<file path="config.mk">
export PLATFORM = sky130hd
export DESIGN_NAME = rand_arbiter_flat
export DESIGN_NICKNAME = d
export VERILOG_FILES = /design/src/rtl/rand_arbiter_if.sv /design/src/rtl/rand_arbiter.sv /design/src/flat_wrapper.sv
export SDC_FILE = /design/constraint.sdc
export NUM_CORES = 1
export LEC_CHECK = 0
export CAP_MARGIN = 20
export CELL_PAD_IN_SITES_DETAIL_PLACEMENT = 1
export CELL_PAD_IN_SITES_GLOBAL_PLACEMENT = 2
export CORE_MARGIN = 1.5
export CORE_UTILIZATION = 25
export CTS_CLUSTER_DIAMETER = 150
export CTS_CLUSTER_SIZE = 14
export DETAILED_ROUTE_END_ITERATION = 8
export MAX_ROUTING_LAYER = met4
export PLACE_DENSITY_LB_ADDON = 0.05
export REMOVE_ABC_BUFFERS = 1
export SYNTH_ARGS = -nofsm -noshare
export SYNTH_HDL_FRONTEND = slang
export SYNTH_SLANG_ARGS = --single-unit
</file>
<file path="constraint.sdc">
create_clock -name clk -period 3.6 [get_ports clk]
set_clock_uncertainty 0.1 [all_clocks]
set_input_delay 0.54 -clock clk [delete_from_list [all_inputs] [get_ports clk]]
set_output_delay 0.54 -clock clk [all_outputs]
set_load 0.01 [all_outputs]
</file>
<file path="src/rtl/rand_arbiter_if.sv">
// rand_arbiter_if: bundle between rand_arbiter and its surroundings (the LFSR
// bank and the requesting pipeline stages).
//   reseed      - single-cycle reload request from the system
//   lfsr_rst    - synchronous reload strobe to the LFSR bank
//   lfsr_data   - current word from the LFSR bank
//   req / gnt   - level requests in, one-hot grant out
//   rand_out    - random word for the granted requester
//   rand_valid  - gnt/rand_out valid this cycle
//   ready       - arbiter running, grants possible
//   grant_count - total grants since rst (zero unless statistics are built in)
// Modport master is the arbiter side; slave is the environment side.
interface rand_arbiter_if #(
  parameter int unsigned WIDTH = 16,
  parameter int unsigned NREQ  = 4
);
  logic             reseed;
  logic             lfsr_rst;
  logic [WIDTH-1:0] lfsr_data;
  logic [NREQ-1:0]  req;
  logic [NREQ-1:0]  gnt;
  logic [WIDTH-1:0] rand_out;
  logic             rand_valid;
  logic             ready;
  logic [31:0]      grant_count;

  modport master (
    input  reseed, lfsr_data, req,
    output lfsr_rst, gnt, rand_out, rand_valid, ready, grant_count
  );

  modport slave (
    output reseed, lfsr_data, req,
    input  lfsr_rst, gnt, rand_out, rand_valid, ready, grant_count
  );
endinterface

</file>
<file path="src/rtl/rand_arbiter.sv">
// rand_arbiter: sequencing controller and round-robin arbiter for the shared
// LFSR random-word bank. Reloads the bank, waits WARMUP cycles, then hands one
// fresh word per cycle to at most one requester, scanning from the last winner.
// Ports:
//   clk - system clock, rising edge
//   rst - asynchronous active-high reset
//   bus - rand_arbiter_if.master (reseed, lfsr_rst, lfsr_data, req, gnt,
//         rand_out, rand_valid, ready, grant_count)
// Build option: define RAND_ARB_STATS_EN to get a 32-bit grant counter on
// grant_count; otherwise grant_count is tied to zero.
module rand_arbiter #(
  parameter int unsigned WIDTH  = 16,
  parameter int unsigned NREQ   = 4,
  parameter int unsigned WARMUP = 4
) (
  input logic            clk,
  input logic            rst,
  rand_arbiter_if.master bus
);

  localparam int unsigned IdxW = (NREQ > 1) ? $clog2(NREQ) : 1;
  localparam int unsigned CntW = (WARMUP > 1) ? $clog2(WARMUP) : 1;

  typedef enum logic [1:0] {
    StReseed,
    StWarmup,
    StRun
  } state_e;

  state_e           state_q;
  logic [CntW-1:0]  cnt_q;
  logic [IdxW-1:0]  last_q;
  logic             lfsr_rst_q;
  logic [NREQ-1:0]  gnt_q;
  logic [WIDTH-1:0] rand_q;
  logic             valid_q;
  logic             ready_q;

  logic             pick_valid;
  logic [IdxW-1:0]  pick_idx;
  logic [NREQ-1:0]  pick_onehot;
  int unsigned      cand;
  logic             grant_fire;

  // Round-robin pick: first set request at last+1, last+2, ... modulo NREQ.
  always_comb begin
    pick_valid  = 1'b0;
    pick_idx    = '0;
    pick_onehot = '0;
    cand        = 0;
    for (int unsigned k = 1; k <= NREQ; k++) begin
      cand = (32'(last_q) + k) % NREQ;
      if (!pick_valid && bus.req[cand[IdxW-1:0]]) begin
        pick_valid = 1'b1;
        pick_idx   = cand[IdxW-1:0];
      end
    end
    if (pick_valid) begin
      pick_onehot[pick_idx] = 1'b1;
    end
  end

  // Reseed beats any request on the same edge.
  assign grant_fire = (state_q == StRun) && !bus.reseed && pick_valid;

  always_ff @(posedge clk or posedge rst) begin
    if (rst) begin
      state_q    <= StReseed;
      cnt_q      <= '0;
      last_q     <= IdxW'(NREQ - 1);
      lfsr_rst_q <= 1'b1;
      gnt_q      <= '0;
      rand_q     <= '0;
      valid_q    <= 1'b0;
      ready_q    <= 1'b0;
    end else if (bus.reseed) begin
      // last_q is deliberately kept so fairness carries across reseeds.
      state_q    <= StReseed;
      lfsr_rst_q <= 1'b1;
      ready_q    <= 1'b0;
      gnt_q      <= '0;
      valid_q    <= 1'b0;
    end else begin
      unique case (state_q)
        StReseed: begin
          state_q    <= StWarmup;
          lfsr_rst_q <= 1'b0;
          cnt_q      <= CntW'(WARMUP - 1);
        end
        StWarmup: begin
          if (cnt_q == '0) begin
            state_q <= StRun;
            ready_q <= 1'b1;
          end else begin
            cnt_q <= cnt_q - 1'b1;
          end
        end
        StRun: begin
          if (grant_fire) begin
            gnt_q   <= pick_onehot;
            rand_q  <= bus.lfsr_data;
            valid_q <= 1'b1;
            last_q  <= pick_idx;
          end else begin
            gnt_q   <= '0;
            valid_q <= 1'b0;
          end
        end
        default: begin
          state_q    <= StReseed;
          lfsr_rst_q <= 1'b1;
          ready_q    <= 1'b0;
          gnt_q      <= '0;
          valid_q    <= 1'b0;
        end
      endcase
    end
  end

  assign bus.lfsr_rst   = lfsr_rst_q;
  assign bus.gnt        = gnt_q;
  assign bus.rand_out   = rand_q;
  assign bus.rand_valid = valid_q;
  assign bus.ready      = ready_q;

`ifdef RAND_ARB_STATS_EN
  logic [31:0] count_q;

  // Only rst clears the counter; reseed leaves it alone.
  always_ff @(posedge clk or posedge rst) begin
    if (rst) begin
      count_q <= '0;
    end else if (grant_fire) begin
      count_q <= count_q + 32'd1;
    end
  end

  assign bus.grant_count = count_q;
`else
  assign bus.grant_count = 32'd0;
`endif

endmodule

</file>
<file path="src/flat_wrapper.sv">
// flat-port wrapper written by rule: the top's interface ports become plain ports
module rand_arbiter_flat 
#(
  parameter int unsigned WIDTH  = 16,
  parameter int unsigned NREQ   = 4,
  parameter int unsigned WARMUP = 4
)
  (clk, rst, bus_reseed, bus_lfsr_data, bus_req, bus_lfsr_rst, bus_gnt, bus_rand_out, bus_rand_valid, bus_ready, bus_grant_count);
  rand_arbiter_if #(.WIDTH(WIDTH), .NREQ(NREQ)) bus_i ();
  input logic clk;
  input logic rst;
  input wire logic [$bits(bus_i.reseed)-1:0] bus_reseed;
  input wire logic [$bits(bus_i.lfsr_data)-1:0] bus_lfsr_data;
  input wire logic [$bits(bus_i.req)-1:0] bus_req;
  output wire logic [$bits(bus_i.lfsr_rst)-1:0] bus_lfsr_rst;
  output wire logic [$bits(bus_i.gnt)-1:0] bus_gnt;
  output wire logic [$bits(bus_i.rand_out)-1:0] bus_rand_out;
  output wire logic [$bits(bus_i.rand_valid)-1:0] bus_rand_valid;
  output wire logic [$bits(bus_i.ready)-1:0] bus_ready;
  output wire logic [$bits(bus_i.grant_count)-1:0] bus_grant_count;
  assign bus_i.reseed = bus_reseed;
  assign bus_i.lfsr_data = bus_lfsr_data;
  assign bus_i.req = bus_req;
  assign bus_lfsr_rst = bus_i.lfsr_rst;
  assign bus_gnt = bus_i.gnt;
  assign bus_rand_out = bus_i.rand_out;
  assign bus_rand_valid = bus_i.rand_valid;
  assign bus_ready = bus_i.ready;
  assign bus_grant_count = bus_i.grant_count;
  rand_arbiter #(.WIDTH(WIDTH), .NREQ(NREQ), .WARMUP(WARMUP)) u_core (.clk(clk), .rst(rst), .bus(bus_i));
endmodule
</file>
==> reports/metrics.cfg <==
[clock_tree]
cts_tree = built
cts_resized = 0
cts.htree.levels = 2
clk_pin_slew_worst_paths_ns = 0.06
postCtsSetupBuffers = 0
clock-root-buffer = clkbuf_8
postCtsHoldBufs = 0
clkLatencyLatePin_ns = 0.27
cts_made_buffers = 5
cts_max_path_buffers = 2
cts_sinks = 29

[worst_setup_path]
critPathMaxFanout = 16
critPathCaptureType = flop
r2r_cells = 5
path_class = input pin to flop
r2r-end = u_core.bus.rand_out[4]
rr_startpoint = u_core.state_q[0]
cp.required_ns = 3.66
cp-start-kind = input pin
cp.arrival_ns = 2.29
r2r_setup_slack_ns = 1.47

[power]
vdd_ir_drop_max_mv = 0.184
powerDensity_nw_per_um2 = 481
p_clk_frac = 0.243
internal_power_mw = 0.717
combPwrFrac = 0.325
power_frac_seq = 0.433
power.switching_mw = 0.321
netSwitchingFraction = 0.309
leakagePower_nw = 1.01

[logic_synthesis]
async_flop_share = 1.00
synth_edf_count = 0
synth_cell_type_count = 35
synthFlopType = dfrtp_1
yosysWarnings = 0
syn_avg_cell_area_sq_um = 10.7
syn_area_sq_um = 1620
ys_seq_area_frac = 0.449
synthesis.instances = 151
synth-seq-cells = 29

[job]
cap_violations = 0

[timing]
slew_headroom = 0.602
tightest_slew_ns = 0.595
timing.fmax_mhz = 448
rsz0062_at_grt = no
timing.final.crit_share = 0.621
drv_slew = 0
hold-worst-slack_ns = 0.412
fin_setup_tns_ns = 0
min_period_ns = 2.23
finalSetupViolations = 0
final_hold_viol_count = 0

[global_routing]
grt.overflow.total = 0
grt_start_max_net_pins = 21
grt_first_pass_wirelength_um = 6320
grt_use_total = 0.118
grt_pass1_vias = 1292
antenna_found_initial = 0

[floorplan]
die_h_um = 83.6
die_x_um = 83.6
num_rows = 29
dieArea_sq_um = 6980
coreArea_sq_um = 6310
start_util = 0.257
ios = 78

[worst_hold_path]
holdPathStages = 1
min-delay-start = u_core.bus.rand_out[8]
holdPathEnd = u_core.bus.rand_out[8]
min-delay-path-class = flop to flop

[route]
drtPass1Iterations = 2
wire_per_inst_um = 13.3
ant_nets = 0
routed_via_density = 4.14
wl_um = 3700
drc_errors = 0
num_vias = 1151
drt_iter0_drc = 26

[layout]
fin_cells = 278
n_antenna_cell = 0
layout-drive-gt1-share = 0.159
areaGrowthSynthToFinish_pct = 33.0
nNetsFinal = 228
nFillCells = 720

[place]
dp_hpwl_um = 2880
gp_congestion = 0.689
dp.cells = 270
port_buffers = 45

[status]
status = finished, final reports clean

-- registers in the layout (all words and copies together), names as in the netlist --
name / flops
u_core.bus.rand_out: 16
u_core.bus.gnt: 4
u_core.cnt_q: 2
u_core.last_q: 2
u_core.state_q: 2
u_core.bus.lfsr_rst: 1
u_core.bus.rand_valid: 1
u_core.bus.ready: 1
-- cells in the mapped netlist (2+ instances only) --
cell type | n | area, sq um
o41ai_2 | 2 | 32.5
dfrtp_1 | 26 | 651
mux2_2 | 16 | 180
mux2i_1 | 3 | 30.0
buf_2 | 2 | 10.0
nand2b_1 | 2 | 12.5
nand2_1 | 5 | 18.8
o21ai_0 | 4 | 20.0
a21oi_1 | 5 | 25.0
nand3b_1 | 5 | 37.5
o31ai_1 | 3 | 22.5
nor2_1 | 10 | 37.5
buf_4 | 32 | 240
dfstp_2 | 3 | 78.8
ha_1 | 5 | 62.6
inv_1 | 9 | 33.8
-- logic make-up (layout without fill, tap and decap cells) --
family	Yosys count	count (layout)	synth area share
adders and majority gates	5	5	0.0386
and+or+nand+nor	31	31	0.109
muxes	19	19	0.130
other	1	32	0.00231
DFF	29	29	0.449
buffers and inverters	46	65	0.183
AOI/OAI and AO/OA	20	20	0.0879
-- power by group through the flow --
stage | Combinational (mW) | Clock (mW) | Sequential (mW)
2_1_floorplan | 0.163 | 0 | 0.464
3_3_place_gp | 0.330 | 0 | 0.451
3_5_place_dp | 0.341 | 0 | 0.456
4_1_cts | 0.344 | 0.266 | 0.451
5_1_grt | 0.376 | 0.284 | 0.462
6_report | 0.337 | 0.252 | 0.449
-- cell usage in the layout, fill, tap and decap left out, drive strengths merged, types with 2 or more instances in the layout --
| cell type | instances |
|---|---|
| o21ai | 5 |
| dfrtp | 26 |
| clkbuf | 8 |
| conb | 32 |
| a21oi | 5 |
| inv | 9 |
| nand3b | 5 |
| nor3b | 2 |
| mux2i | 3 |
| nor2 | 10 |
| nand2b | 2 |
| mux2 | 16 |
| ha | 5 |
| buf | 3 |
| dfstp | 3 |
| o41ai | 2 |
| clkdlybuf4s50 | 45 |
| o31ai | 3 |
| nand2 | 5 |
-- worst max path at each step --
stage	from	endpoint	slack, ns	cells after the start
5_1_grt	bus_req[3]	u_core.bus.gnt[0]	1.24	6
3_5_place_dp	bus_req[3]	u_core.bus.rand_out[4]	1.07	5
4_1_cts	bus_req[3]	u_core.bus.rand_out[4]	1.35	5
6_report	bus_req[3]	u_core.bus.rand_out[4]	1.37	5
3_3_place_gp	bus_req[3]	u_core.bus.rand_out[2]	1.13	5
2_1_floorplan	u_core.state_q[0]	u_core.bus.gnt[0]	1.39	5
-- per-layer routing --
metal | wire length, um | track usage | vias up | part of all wire
met5 | 0 | - | - | 0
met4 | 55 | 0.0447 | 0 | 0.015
met3 | 193 | 0.0326 | 8 | 0.052
met2 | 1980 | 0.204 | 43 | 0.54
met1 | 1470 | 0.129 | 562 | 0.40
li1 | - | - | 538 | -
-- worst max-delay path, stage by stage --
cell,delay (ns)
clkdlybuf4s50_1,0.56
nor4_1,0.09
nor3b_2,0.51
buf_12,0.23
mux2_2,0.34
-- layout make-up --
type	count	area [sq um]	area share
clock buffer	8	80.1	0.0371
sequential	29	729	0.338
tap	77	96.3	0.0446
multi-input combinational	107	713	0.330
timing repair buffer	48	505	0.234
inverter	9	33.8	0.0157
-- per-stage QoR --
step | power, mW | util | worst slack, ns | area (sq um)
6_report | 1.04 | 0.342 | 1.37 | 2160
3_5_place_dp | 0.797 | 0.329 | 1.07 | 2080
4_1_cts | 1.06 | 0.342 | 1.35 | 2160
3_3_place_gp | 0.781 | 0.325 | 1.13 | 2050
5_1_grt | 1.12 | 0.342 | 1.24 | 2160
2_1_floorplan | 0.627 | - | 1.39 | 1480
(Power assumes the default switching activity.)
